**src/rtl/alu_ctrl_pkg.sv**
```systemverilog
// alu_ctrl_pkg: shared definitions for the sequential ALU control decoder.
//   - 4-bit ALU control codes
//   - 11-bit R-format opcode patterns
//   - alu_op encodings
//   - FSM state enum
package alu_ctrl_pkg;

  localparam int DEC_W  = 11;  // opcode bits examined by the decoder (MSB-aligned)
  localparam int CODE_W = 4;   // native ALU control code width

  typedef enum logic [CODE_W-1:0] {
    ALU_AND   = 4'b0000,
    ALU_OR    = 4'b0001,
    ALU_ADD   = 4'b0010,
    ALU_EOR   = 4'b0011,
    ALU_LSL   = 4'b0100,
    ALU_LSR   = 4'b0101,
    ALU_SUB   = 4'b0110,
    ALU_PASSB = 4'b0111,
    ALU_MUL   = 4'b1000
  } alu_code_e;

  localparam logic [DEC_W-1:0] OP_ADD = 11'b10001011000;
  localparam logic [DEC_W-1:0] OP_SUB = 11'b11001011000;
  localparam logic [DEC_W-1:0] OP_AND = 11'b10001010000;
  localparam logic [DEC_W-1:0] OP_ORR = 11'b10101010000;
  localparam logic [DEC_W-1:0] OP_EOR = 11'b11001010000;
  localparam logic [DEC_W-1:0] OP_LSL = 11'b11010011011;
  localparam logic [DEC_W-1:0] OP_LSR = 11'b11010011010;
  localparam logic [DEC_W-1:0] OP_MUL = 11'b10011011000;

  typedef enum logic [1:0] {
    AOP_LDST  = 2'b00,
    AOP_BR    = 2'b01,
    AOP_RTYPE = 2'b10,
    AOP_RSVD  = 2'b11
  } alu_op_e;

  typedef enum logic [1:0] {
    ST_IDLE  = 2'b00,
    ST_MULTI = 2'b01,
    ST_DONE  = 2'b10
  } state_e;

endpackage

```
**src/rtl/alu_ctrl_decode.sv**
```systemverilog
// alu_ctrl_decode: purely combinational opcode/alu_op decoder.
//   opcode_i   [OPCODE_W] instruction opcode; only the top 11 bits are decoded
//   alu_op_i   [2]        00 ld/st, 01 branch, 10 R-format, 11 reserved
//   code_o     [4]        ALU control code
//   is_mul_o              decoded a (legal) multiply
//   illegal_o             unsupported encoding; code_o falls back to ADD
module alu_ctrl_decode
  import alu_ctrl_pkg::*;
#(
  parameter int OPCODE_W   = 11,
  parameter int ENABLE_MUL = 1
) (
  input  logic [OPCODE_W-1:0] opcode_i,
  input  logic [1:0]          alu_op_i,
  output logic [CODE_W-1:0]   code_o,
  output logic                is_mul_o,
  output logic                illegal_o
);

  logic [DEC_W-1:0] key;
  assign key = opcode_i[OPCODE_W-1 -: DEC_W];

  // Extra opcode LSBs are intentionally ignored.
  if (OPCODE_W > DEC_W) begin : g_lsb
    logic unused_lsbs;
    assign unused_lsbs = ^opcode_i[OPCODE_W-DEC_W-1:0];
  end

  always_comb begin
    code_o    = ALU_ADD;
    is_mul_o  = 1'b0;
    illegal_o = 1'b0;
    case (alu_op_i)
      AOP_LDST: code_o = ALU_ADD;
      AOP_BR:   code_o = ALU_PASSB;
      AOP_RTYPE: begin
        case (key)
          OP_ADD: code_o = ALU_ADD;
          OP_SUB: code_o = ALU_SUB;
          OP_AND: code_o = ALU_AND;
          OP_ORR: code_o = ALU_OR;
          OP_EOR: code_o = ALU_EOR;
          OP_LSL: code_o = ALU_LSL;
          OP_LSR: code_o = ALU_LSR;
          OP_MUL: begin
            if (ENABLE_MUL != 0) begin
              code_o   = ALU_MUL;
              is_mul_o = 1'b1;
            end else begin
              illegal_o = 1'b1;
            end
          end
          default: illegal_o = 1'b1;
        endcase
      end
      default: illegal_o = 1'b1;  // reserved alu_op
    endcase
  end

endmodule

```
**src/rtl/alu_ctrl_seq.sv**
```systemverilog
// alu_ctrl_seq: sequential ALU control decoder with valid/ready on both sides.
//   clk, rst             clock, async active-high reset
//   in_valid/in_ready    request handshake (opcode, alu_op)
//   alu_ctrl [CTRL_W]    registered control word, held from accept to next accept
//   busy                 multi-cycle MUL in progress
//   illegal              accepted request was unsupported (qualify with out_valid)
//   out_valid/out_ready  completion handshake
module alu_ctrl_seq
  import alu_ctrl_pkg::*;
#(
  parameter int OPCODE_W   = 11,
  parameter int CTRL_W     = 4,
  parameter int MUL_LAT    = 4,
  parameter int ENABLE_MUL = 1
) (
  input  logic                clk,
  input  logic                rst,
  input  logic                in_valid,
  output logic                in_ready,
  input  logic [OPCODE_W-1:0] opcode,
  input  logic [1:0]          alu_op,
  output logic [CTRL_W-1:0]   alu_ctrl,
  output logic                busy,
  output logic                illegal,
  output logic                out_valid,
  input  logic                out_ready
);

  localparam int              CNT_W    = $clog2(MUL_LAT + 1);
  localparam logic [CNT_W-1:0] CNT_LOAD = CNT_W'(MUL_LAT - 1);
  localparam bit              MUL_MULTI = (MUL_LAT > 1);

  state_e              state_q, state_d;
  logic [CNT_W-1:0]    cnt_q, cnt_d;
  logic [CTRL_W-1:0]   ctrl_q;
  logic                ill_q;

  logic [CODE_W-1:0]   dec_code;
  logic                dec_mul;
  logic                dec_ill;
  logic                accept;
  logic                go_multi;

  alu_ctrl_decode #(
    .OPCODE_W   (OPCODE_W),
    .ENABLE_MUL (ENABLE_MUL)
  ) u_dec (
    .opcode_i  (opcode),
    .alu_op_i  (alu_op),
    .code_o    (dec_code),
    .is_mul_o  (dec_mul),
    .illegal_o (dec_ill)
  );

  assign accept   = in_valid && in_ready;
  assign go_multi = dec_mul && MUL_MULTI;

  // State register (FSM state + MUL countdown).
  always_ff @(posedge clk or posedge rst) begin
    if (rst) begin
      state_q <= ST_IDLE;
      cnt_q   <= '0;
    end else begin
      state_q <= state_d;
      cnt_q   <= cnt_d;
    end
  end

  // Next-state logic.
  always_comb begin
    state_d = state_q;
    cnt_d   = cnt_q;
    case (state_q)
      ST_IDLE, ST_DONE: begin
        if (accept) begin
          state_d = go_multi ? ST_MULTI : ST_DONE;
          cnt_d   = go_multi ? CNT_LOAD : '0;
        end else if (state_q == ST_DONE && out_ready) begin
          state_d = ST_IDLE;
        end
      end
      ST_MULTI: begin
        // Leaving at count 1 makes out_valid land exactly MUL_LAT cycles after accept.
        cnt_d = cnt_q - CNT_W'(1);
        if (cnt_q <= CNT_W'(1)) state_d = ST_DONE;
      end
      default: begin
        state_d = ST_IDLE;
        cnt_d   = '0;
      end
    endcase
  end

  // Output logic. in_ready depends on out_ready so a completed result can be
  // retired and a new request accepted in the same cycle.
  always_comb begin
    in_ready  = (state_q == ST_IDLE) || (state_q == ST_DONE && out_ready);
    busy      = (state_q == ST_MULTI);
    out_valid = (state_q == ST_DONE);
  end

  // Result registers: only written on accept, so they stay stable through
  // MULTI and any backpressure in DONE.
  always_ff @(posedge clk or posedge rst) begin
    if (rst) begin
      ctrl_q <= CTRL_W'(ALU_ADD);
      ill_q  <= 1'b0;
    end else if (accept) begin
      ctrl_q <= CTRL_W'(dec_code);
      ill_q  <= dec_ill;
    end
  end

  assign alu_ctrl = ctrl_q;
  assign illegal  = ill_q;

endmodule

```
**config.mk**
```make
export PLATFORM = sky130hd
export DESIGN_NAME = alu_ctrl_seq
export DESIGN_NICKNAME = d
export VERILOG_FILES = /design/src/rtl/alu_ctrl_pkg.sv /design/src/rtl/alu_ctrl_decode.sv /design/src/rtl/alu_ctrl_seq.sv
export SDC_FILE = /design/constraint.sdc
export NUM_CORES = 1
export LEC_CHECK = 0
export BUFFER_PORTS_ARGS = -buffer_cell sky130_fd_sc_hd__buf_2
export CAP_MARGIN = 25
export CELL_PAD_IN_SITES_DETAIL_PLACEMENT = 0
export CELL_PAD_IN_SITES_GLOBAL_PLACEMENT = 1
export CORE_MARGIN = 2
export CORE_UTILIZATION = 39
export CTS_CLUSTER_DIAMETER = 60
export DETAILED_ROUTE_END_ITERATION = 6
export HOLD_SLACK_MARGIN = 0.12
export PLACE_DENSITY_LB_ADDON = 0.12
export SLEW_MARGIN = 20
export SYNTH_ARGS = -nofsm -noshare
export SYNTH_HDL_FRONTEND = slang
export SYNTH_SLANG_ARGS = --single-unit
```
**constraint.sdc**
```tcl
create_clock -name clk -period 3.5 [get_ports clk]
set_clock_uncertainty 0.15 [all_clocks]
set_input_delay 0.7 -clock clk [delete_from_list [all_inputs] [get_ports clk]]
set_output_delay 0.7 -clock clk [all_outputs]
set_load 0.02 [all_outputs]
```
### After elaboration in Yosys (flattened, before gate mapping)

Index checks and enable logic that the tools add are counted.

| storage, ports and cells | value |
|---|---|
| register bits after elaboration | 10 |
| output and inout bits | 8 |
| word-level logic and storage cells | 44 |
| input bits | 17 |

| operators by class | value |
|---|---|
| order comparisons | 1 |
| add/subtract/negate cells | 1 |
| multiplexer cells | 14 |
| reductions and logical operators | 9 |
| eq/ne operators | 15 |

Operators by type and width:

| cell | number |
|---|---|
| 11-bit equality test, second input constant | 8 |
| 4-bit case mux with 7 select lines | 1 |
| 2-bit 2-to-1 mux | 5 |
| 4-bit case mux with 2 select lines | 1 |
| 8-bit OR reduction | 1 |
| 3-bit case mux with 2 select lines | 1 |
| 2-bit by 1-bit equality test with 1-bit output, second input constant | 2 |
| 2-bit equality test, second input constant | 2 |
| 2-bit zero test | 2 |
| 2-bit case mux with 2 select lines | 1 |
| 2-bit OR reduction | 2 |
| 3-bit by 1-bit <= comparator with 1-bit output, second input constant | 1 |
| 1-bit 2-to-1 mux | 3 |
| 3-bit 2-to-1 mux | 1 |
| 3-bit != test, second input constant | 1 |
| 3-bit by 1-bit subtractor with 3-bit output, second input constant | 1 |
| 1-bit logical AND | 2 |
| 2-bit by 1-bit != test with 1-bit output, second input constant | 1 |
| 2-bit != test, second input constant | 1 |
| 1-bit case mux with 2 select lines | 1 |
| 2-bit AND reduction | 1 |
| 1-bit logical OR | 1 |

### Depth between registers and ports, before layout

Gate-level depths: netlist (run 1).

| logic depth | value |
|---|---|
| word-level depth | 6 |
| depth in mapped cells | 5 |
| depth with buffers taken out | 5 |

### By module

Synthesis (run 1) repeated with hierarchy kept, for this count alone.

| second synthesis, totals | value |
|---|---|
| cells, all modules | 84 |
| area, all modules | 758.2 um2 |

Modules (own cells, without submodules):

| module | area each (um2) | cells each | times used | sequential area each (um2) |
|---|---|---|---|---|
| alu_ctrl_seq | 495.5 | 44 | 1 | 251.5 |
| alu_ctrl_decode | 262.8 | 40 | 1 | 0.0 |

### Worst setup path after synthesis (run 1)

OpenSTA, ideal clock, no wires.

| timing path | value |
|---|---|
| path kind | input port to flip-flop |
| start point | in opcode[7] |
| end point | reg ill_q, in the netlist illegal |
| setup time | 0.124 ns |
| required time | 3.226 ns |
| cell stages on the path | 5 |
| buffers on the path | 0 |
| path slack | 1.660 ns |
| data arrival time | 1.566 ns |
| path through | and4bb_4 -> nand3_1 -> a21oi_2 -> a2111oi_2 -> a211o_1 |

| between the ends | value |
|---|---|
| word-level cells in the longest chain between the ends | 4 |
| elaborated cells on any way between the ends | 11 |
| those cells by class | 8 x eq/ne; 2 x mux; 1 x reduce/logical |

Ends and longest elaborated chain:

| element | line | RTL |
|---|---|---|
| start: declaration | alu_ctrl_seq.sv:20 | `input logic [OPCODE_W-1:0] opcode,` |
| 11-bit equality test | alu_ctrl_decode.sv:37 | `case (key)` |
| 8-bit OR reduction (no source line) (*) | n/a |  |
| 1-bit 2-to-1 mux (*) | n/a |  |
| 1-bit case mux with 2 select lines (*) | alu_ctrl_decode.sv:33 | `case (alu_op_i)` |
| end signal: assignment | alu_ctrl_seq.sv:110 | `ill_q <= dec_ill;` |
| end: declaration | alu_ctrl_seq.sv:36 | `logic ill_q;` |

Every way passes the cells marked *; elsewhere a longest branch is shown, timed or not.
A chain may end at the register's enable or synchronous reset.

### Worst setup path in the final report (run 1)

| timing path | value |
|---|---|
| start point | reg state_q[1] |
| end point | out busy |

| between the ends | value |
|---|---|
| word-level cells in the longest chain between the ends | 1 |

Ends and longest elaborated chain:

| element | line | RTL |
|---|---|---|
| start: declaration | alu_ctrl_seq.sv:33 | `state_e state_q, state_d;` |
| start signal: assignment | alu_ctrl_seq.sv:64 | `state_q <= state_d;` |
| 2-bit by 1-bit equality test with 1-bit output | alu_ctrl_seq.sv:98 | `busy = (state_q == ST_MULTI);` |
| end: declaration | alu_ctrl_seq.sv:23 | `output logic busy,` |

No other way between the ends.

==> flow_summary.yaml, run 1 <==
job:
  cap_violations: 0
synth:
  post-synth-top-area-fraction: 0.2908
  yosysSeqAreaShare: 0.3247
  postSynthAreaPerCell_um2: 9.445
  synth-async-reset-ratio: 1.000
  syn_inst: 82
  synthesis.area_um2: 774.5
  ys_seq_elements: 10
  synthesis.yosys.warnings: 0
  synthFlopType: "dfrtp_1"
  number_of_synthesized_flops_with_an_enable_pin: 0
  most_used_standard_cells_in_the_synthesized_netlist: "12 x nand2_1, 9 x dfrtp_1, 6 x nor2_1"
  post_synth_num_cell_types: 37
  postSynthNetCount: 104
  top_area_cells_in_the_synthesized_netlist: "dfrtp_1 29%, ha_1 8.1%, nand2_1 5.8%"
  synth_most_common_cell: "nand2_1"
  synth_top_area_cell: "dfrtp_1"
power:
  power.ir.vdd_worst_mv: 0.2713
  power.share.combinational: 0.217
  p_leak_uw: 0.0004435
  p_sw_uw: 86.78
  power_density_nw_per_um2: 312.3
  seq_power_share: 0.419
  p_sw_frac: 0.2880
  clkPwrFrac: 0.364
  internal_power_uw: 214.5
cts:
  postCtsSetupRepairBufs: 0
  clk_latency_ns: 0.28
  cts_sinks: 10
  cts_root_buf: "clkbuf_4"
  path_clk_slew_ns: 0.08
  cts-resized-gates: 0
  h-tree-depth: 1
  cts.hold.buffers_added: 0
  numCtsBuffers: 3
  tritoncts: "built"
  clock_tree.buffer_depth: 2
floorplan:
  placementRows: 16
  ios: 25
  fp.coreArea_um2: 1922
  initial_core_util: 0.4030
  floorplan.die_area_um2: 2359
  die-height_um: 48.57
  floorplan.die.width_um: 48.57
timing:
  worstMarginPinSlew_ns: 0.3982
  final.setup.tns_ns: 0
  period_minus_slack_ns: 2.009
  min_period_over_period: 0.5740
  setup_violations: 0
  max_transition_viols_final: 0
  max_freq_ghz: 0.4978
  finalHoldViolations: 0
  slew-limit-headroom: 0.7342
  grt_setup_unrepaired: "no"
  final.setup.worst_slack_ns: 1.491
finish:
  fill_cells: 196
  finish.instance_area_um2: 964.7
  area_growth_syn_to_layout_pct: 24.56
  layoutNonFillerInstCount: 137
  antenna_diode_count: 0
  area_used_by_multi_input_combinational_logic_um2: 500.5
  layout.nets: 133
  final-seq-area_um2: 251.5
  share_of_cells_above_drive_strength_1: 0.3818
drt:
  detailroute.via_count: 680
  route.detailed.drc: 0
  detail-route-antenna-nets: 0
  detailedRoute.firstIterationViolations: 10
  route.detailed.wl_per_inst_um: 11.72
  drt_wl_total_mm: 1.605
  detailedRoute.firstPassIterationCount: 3
  route.detailed.vias_per_inst: 4.964
critical_path:
  worstRegToRegCells: 5
  start_kind: "register"
  arrival_ns: 1.16
  criticalPathCategory: "register to primary output"
  worstSetupEndpointType: "primary output"
  critPathMaxFanout: 5
  worst_ep_required_time_ns: 2.65
place:
  post-place-cells: 133
  pre_cts_setup_slack_ns: 1.463
  post_dp_cell_area_um2: 928.4
  hpwl_after_detailed_placement_mm: 1.305
  finalWeightedCongestion: 0.7362
  portBuffers: 24
hold_path:
  hold_path_class: "input port to async pin"
global_routing:
  antenna_found_initial: 0
  grt_first_pass_wirelength_mm: 2.753
  grt.total_usage: 0.1490
  gr-total-overflow: 0
  grt_start_max_net_pins: 11
  first_global_vias: 663
outcome:
  run_status: "finished, final reports clean"
placed cells by master (no fill, tap or decap), types with 2 or more instances in the layout:
cell type and n:
o21ai_1 5, clkbuf_4 3, o211ai_1 2, nand4b_1 2, nor2b_1 3, nor4b_1 2
dfrtp_1 9, nor3b_2 2, a21oi_1 3, nand2_1 12, ha_1 5, buf_2 24
nor2b_4 2, inv_1 5, nor2_1 6
worst paths after layout:
kind	slack, ns	startpoint	end
min reg2reg	0.33	cnt_q[2]	cnt_q[2]
min	0.24	rst	cnt_q[0]
max	1.49	state_q[1]	busy
max in group asynchronous	2.65	rst	alu_ctrl[1]
max reg2reg	1.95	state_q[1]	alu_ctrl[1]
min in group clk	0.33	cnt_q[2]	cnt_q[2]
critical path, stage by stage, from the launching register on:
cell      delay (ns)
dfrtp_1         0.40
nand2b_1        0.23
inv_2           0.10
buf_2           0.16
kinds of logic after synthesis:
group,share of synthesized area
flops,0.3247
buf+inv,0.02908
compound gates,0.1680
fa+ha+maj,0.08078
simple gates,0.3861
xor+xnor,0.01131
through the flow:
| step | utilization | power, uW | hold WS, ns |
|---|---|---|---|
| 4_1_cts | 0.5020 | 303.8 | 0.2569 |
| 6_report | 0.5020 | 301.3 | 0.2374 |
| 3_3_place_gp | 0.4831 | 194.0 | 0.3174 |
| 3_5_place_dp | 0.4831 | 194.8 | 0.3177 |
| 2_1_floorplan | - | 168.9 | 0.2851 |
| 5_1_grt | 0.5020 | 318.4 | 0.2603 |
flip-flops by register name, summed over array words and instances (netlist names):
| register | count |
|---|---|
| alu_ctrl | 4 |
| cnt_q | 3 |
| state_q | 2 |
| illegal | 1 |
per-layer routing:
layer	vias up	routed length, um	part of all wire	global-route usage
met4	0	0	0	0.01429
met1	316	768	0.48	0.1786
li1	353	-	-	-
met3	0	72	0.045	0.06481
met5	-	0	0	0
met2	11	764	0.48	0.2569
power groups by stage:
stage	Clock, uW	Combinational [uW]	Sequential (uW)
2_1_floorplan	0	33.3	136
3_3_place_gp	0	65.6	128
3_5_place_dp	0	66.2	129
4_1_cts	111	66.5	126
5_1_grt	118	72.4	127
6_report	110	65.4	126
final cells by class:
class                      instances  area share
multi-input combinational         66      0.5188
sequential                        10      0.2607
timing repair buffer              24      0.1245
clock buffer                       4     0.03761
tap                               27     0.03502
inverter                           6     0.02335
Note: power is estimated with default switching activity, not from simulation.
==> run 2: changes to the inputs <==
ABC_AREA = 1   (was not set)
CORE_UTILIZATION = 31   (was 39)
clock period = 1.7 ns   (was 3.5 ns; I/O delays follow)
==> run 2 against run 1 <==
Net effect:
- combinational power grew to 2.5 times the previous value
- sequential share of layout area fell by 2.0 points
- non-clock buffer count increased by 1
- hold slack got worse by 0.025 ns
- die area is 33% higher
- via count rose by 19%
- synthesized cell count grew 51%
- sequential power up 110%
- clock-buffer cell count stayed put
- clock power is 94% higher
- critical path type unchanged
- largest cell class unchanged
==> flow_summary.yaml, run 2 <==
synth:
  yosysSeqAreaShare: 0.3000
  postSynthAreaPerCell_um2: 6.761
  postSynthNetCount: 146
  synthesis.yosys.warnings: 0
  most_used_standard_cells_in_the_synthesized_netlist: "29 x nand2_1, 23 x inv_1, 11 x nor2_1, 9 x dfrtp_1, 9 x nor2_2"
  top_area_cells_in_the_synthesized_netlist: "dfrtp_1 27%, nand2_1 13%, inv_1 10%"
  synthFlopType: "dfrtp_1"
  number_of_synthesized_flops_with_an_enable_pin: 0
  ys_seq_elements: 10
  synthesis.area_um2: 838.3
  syn_inst: 124
  synth-async-reset-ratio: 1.000
  post_synth_num_cell_types: 25
  post-synth-top-area-fraction: 0.2687
  synth_top_area_cell: "dfrtp_1"
  synth_most_common_cell: "nand2_1"
global_routing:
  first_global_vias: 828
  grt.met3_usage: 0.02791
  groute.layer.met2.usage: 0.2151
  grt_busiest_layer: "met2"
  gr-total-overflow: 0
  grt_start_max_net_pins: 11
  met1_usage: 0.1577
  antenna_found_initial: 0
  grt.total_usage: 0.1265
  grt_first_pass_wirelength_mm: 3.243
finish:
  largest_register_ff_count: 4
  layout.nets: 176
  area_growth_syn_to_layout_pct: 24.63
  antenna_diode_count: 0
  layout_commonest_cell: "nand2_1"
  share_of_cells_above_drive_strength_1: 0.3333
  most-common-layout-cells: "29 x nand2_1, 24 x buf_2, 23 x inv_1, 10 x nor2_2, 10 x nor2_1"
timing:
  slew-limit-headroom: 0.7409
  period_minus_slack_ns: 1.611
  finalHoldViolations: 0
  grt_setup_unrepaired: "no"
  worst_hold_slack_ns: 0.2127
  max_freq_ghz: 0.6206
  setup_violations: 0
  min_period_over_period: 0.9479
  max_transition_viols_final: 0
  worstMarginPinSlew_ns: 0.3882
  final.setup.worst_slack_ns: 0.08859
  final.setup.tns_ns: 0
floorplan:
  die-height_um: 56
  floorplan.die_area_um2: 3136
  floorplan.die.width_um: 56
  fp.coreArea_um2: 2522
  placementRows: 18
  initial_core_util: 0.3323
  ios: 25
drt:
  route.detailed.wl_per_inst_um: 9.607
  detail-route-antenna-nets: 0
  detailedRoute.firstPassIterationCount: 4
  drt_wl_total_mm: 1.758
  detailedRoute.firstIterationViolations: 13
  detailroute.via_count: 807
  route.detailed.vias_per_inst: 4.410
  route.detailed.drc: 0
critical_path:
  worst_ep_required_time_ns: 1.21
  crit_path_max_incr_delay_ns: 0.43
  crit_path_top_delay_cell: "dfrtp_1"
  criticalPathCategory: "register to primary output"
  regToRegStartpoint: "cnt_q[1]"
  worstSetupEndpointType: "primary output"
  critical_path.top_delay_family: "flip-flops"
  cp.buffers_inverters: 2
  start_kind: "register"
  critical_path.startpoint: "state_q[0]"
  crit_chain: "inv_1, nor2_2, buf_2"
  critPathMaxFanout: 4
  arrival_ns: 1.12
power:
  p_sw_uw: 196.5
  power.ir.vdd_worst_mv: 0.3172
  internal_power_uw: 447.3
  seq_power_share: 0.412
  p_leak_uw: 0.0005954
  p_sw_frac: 0.3052
  power.share.combinational: 0.258
  clkPwrFrac: 0.331
  power_density_nw_per_um2: 616.2
  power.total_uw: 643.7
outcome:
  run_status: "finished, final reports clean"
place:
  portBuffers: 24
  hpwl_after_detailed_placement_mm: 1.526
  finalWeightedCongestion: 0.7927
  pre_cts_setup_slack_ns: 0.1430
hold_path:
  hold_path_class: "input port to register"
  timing.hold.worst.start: "out_ready"
cts:
  numCtsBuffers: 3
  cts_root_buf: "clkbuf_4"
  postCtsSetupRepairBufs: 0
  h-tree-depth: 1
  clk_latency_ns: 0.26
  path_clk_slew_ns: 0.07
  tritoncts: "built"
  clock_tree.buffer_depth: 2
  cts_sinks: 10
job:
  cap_violations: 0
[run 2: final timing paths]
| check | cells past startpoint | to | slack (ns) |
|---|---|---|---|
| setup / recovery | 3 | busy | 0.09 |
| hold / removal | 4 | state_q[1] | 0.21 |
| setup reg to reg | 6 | state_q[1] | 0.30 |
| hold reg to reg | 2 | alu_ctrl[0] | 0.33 |
| max in group asynchronous | 3 | alu_ctrl[1] | 0.64 |
| min in group asynchronous | 3 | alu_ctrl[0] | 0.45 |
[run 2: tightest hold or removal path, delay by kind of cell]
| kind | cells | cell delay, ns |
|---|---|---|
| AO/OA/AOI/OAI | 1 | 0.06 |
| buffers and inverters | 1 | 0.10 |
| AND/OR/NAND/NOR | 2 | 0.09 |
[run 2: layout make-up]
class / instances / area, um^2
fill: 280 / 1478
multi-input combinational: 88 / 489.2
sequential: 10 / 251.5
timing repair buffer: 25 / 130.1
inverter: 26 / 100.1
tap: 30 / 37.54
clock buffer: 4 / 36.28
[run 2: metrics by stage]
stage	util	cell area (um^2)	instances
detailed placement	0.3948	996.0	178
global route	0.4142	1045	183
floorplan	-	838.3	124
CTS	0.4132	1042	183
finish	0.4142	1045	183
global placement	0.3948	996.0	178
[run 2: what timing repair did]
| item | 4_1_cts | 5_1_grt |
|---|---|---|
| endpoints found under the setup margin | 0 | 1 |
| hold endpoints to repair | 9 | 0 |
| hold buffers | 1 | 0 |
| gates resized for setup | 0 | 1 |
[run 2: metal layers]
layer | share of wire | vias to the layer above
li1 | - | 442
met1 | 0.50 | 350
met2 | 0.46 | 13
met3 | 0.031 | 2
met4 | 0.0080 | 0
met5 | 0 | -
[run 2: cell families after synthesis]
group | synth area share
and+or+nand+nor | 0.3791
buffers and inverters | 0.1194
adders and majority gates | 0.07463
AOI/OAI and AO/OA | 0.1269
DFF | 0.3000
[run 2: power groups by stage]
stage	Combinational [uW]	Clock [uW]	Sequential [uW]
after floorplan	92.6	0	284
after global placement	165	0	269
after detailed placement	167	0	269
after CTS	170	219	265
after global routing	192	235	266
final	166	213	265
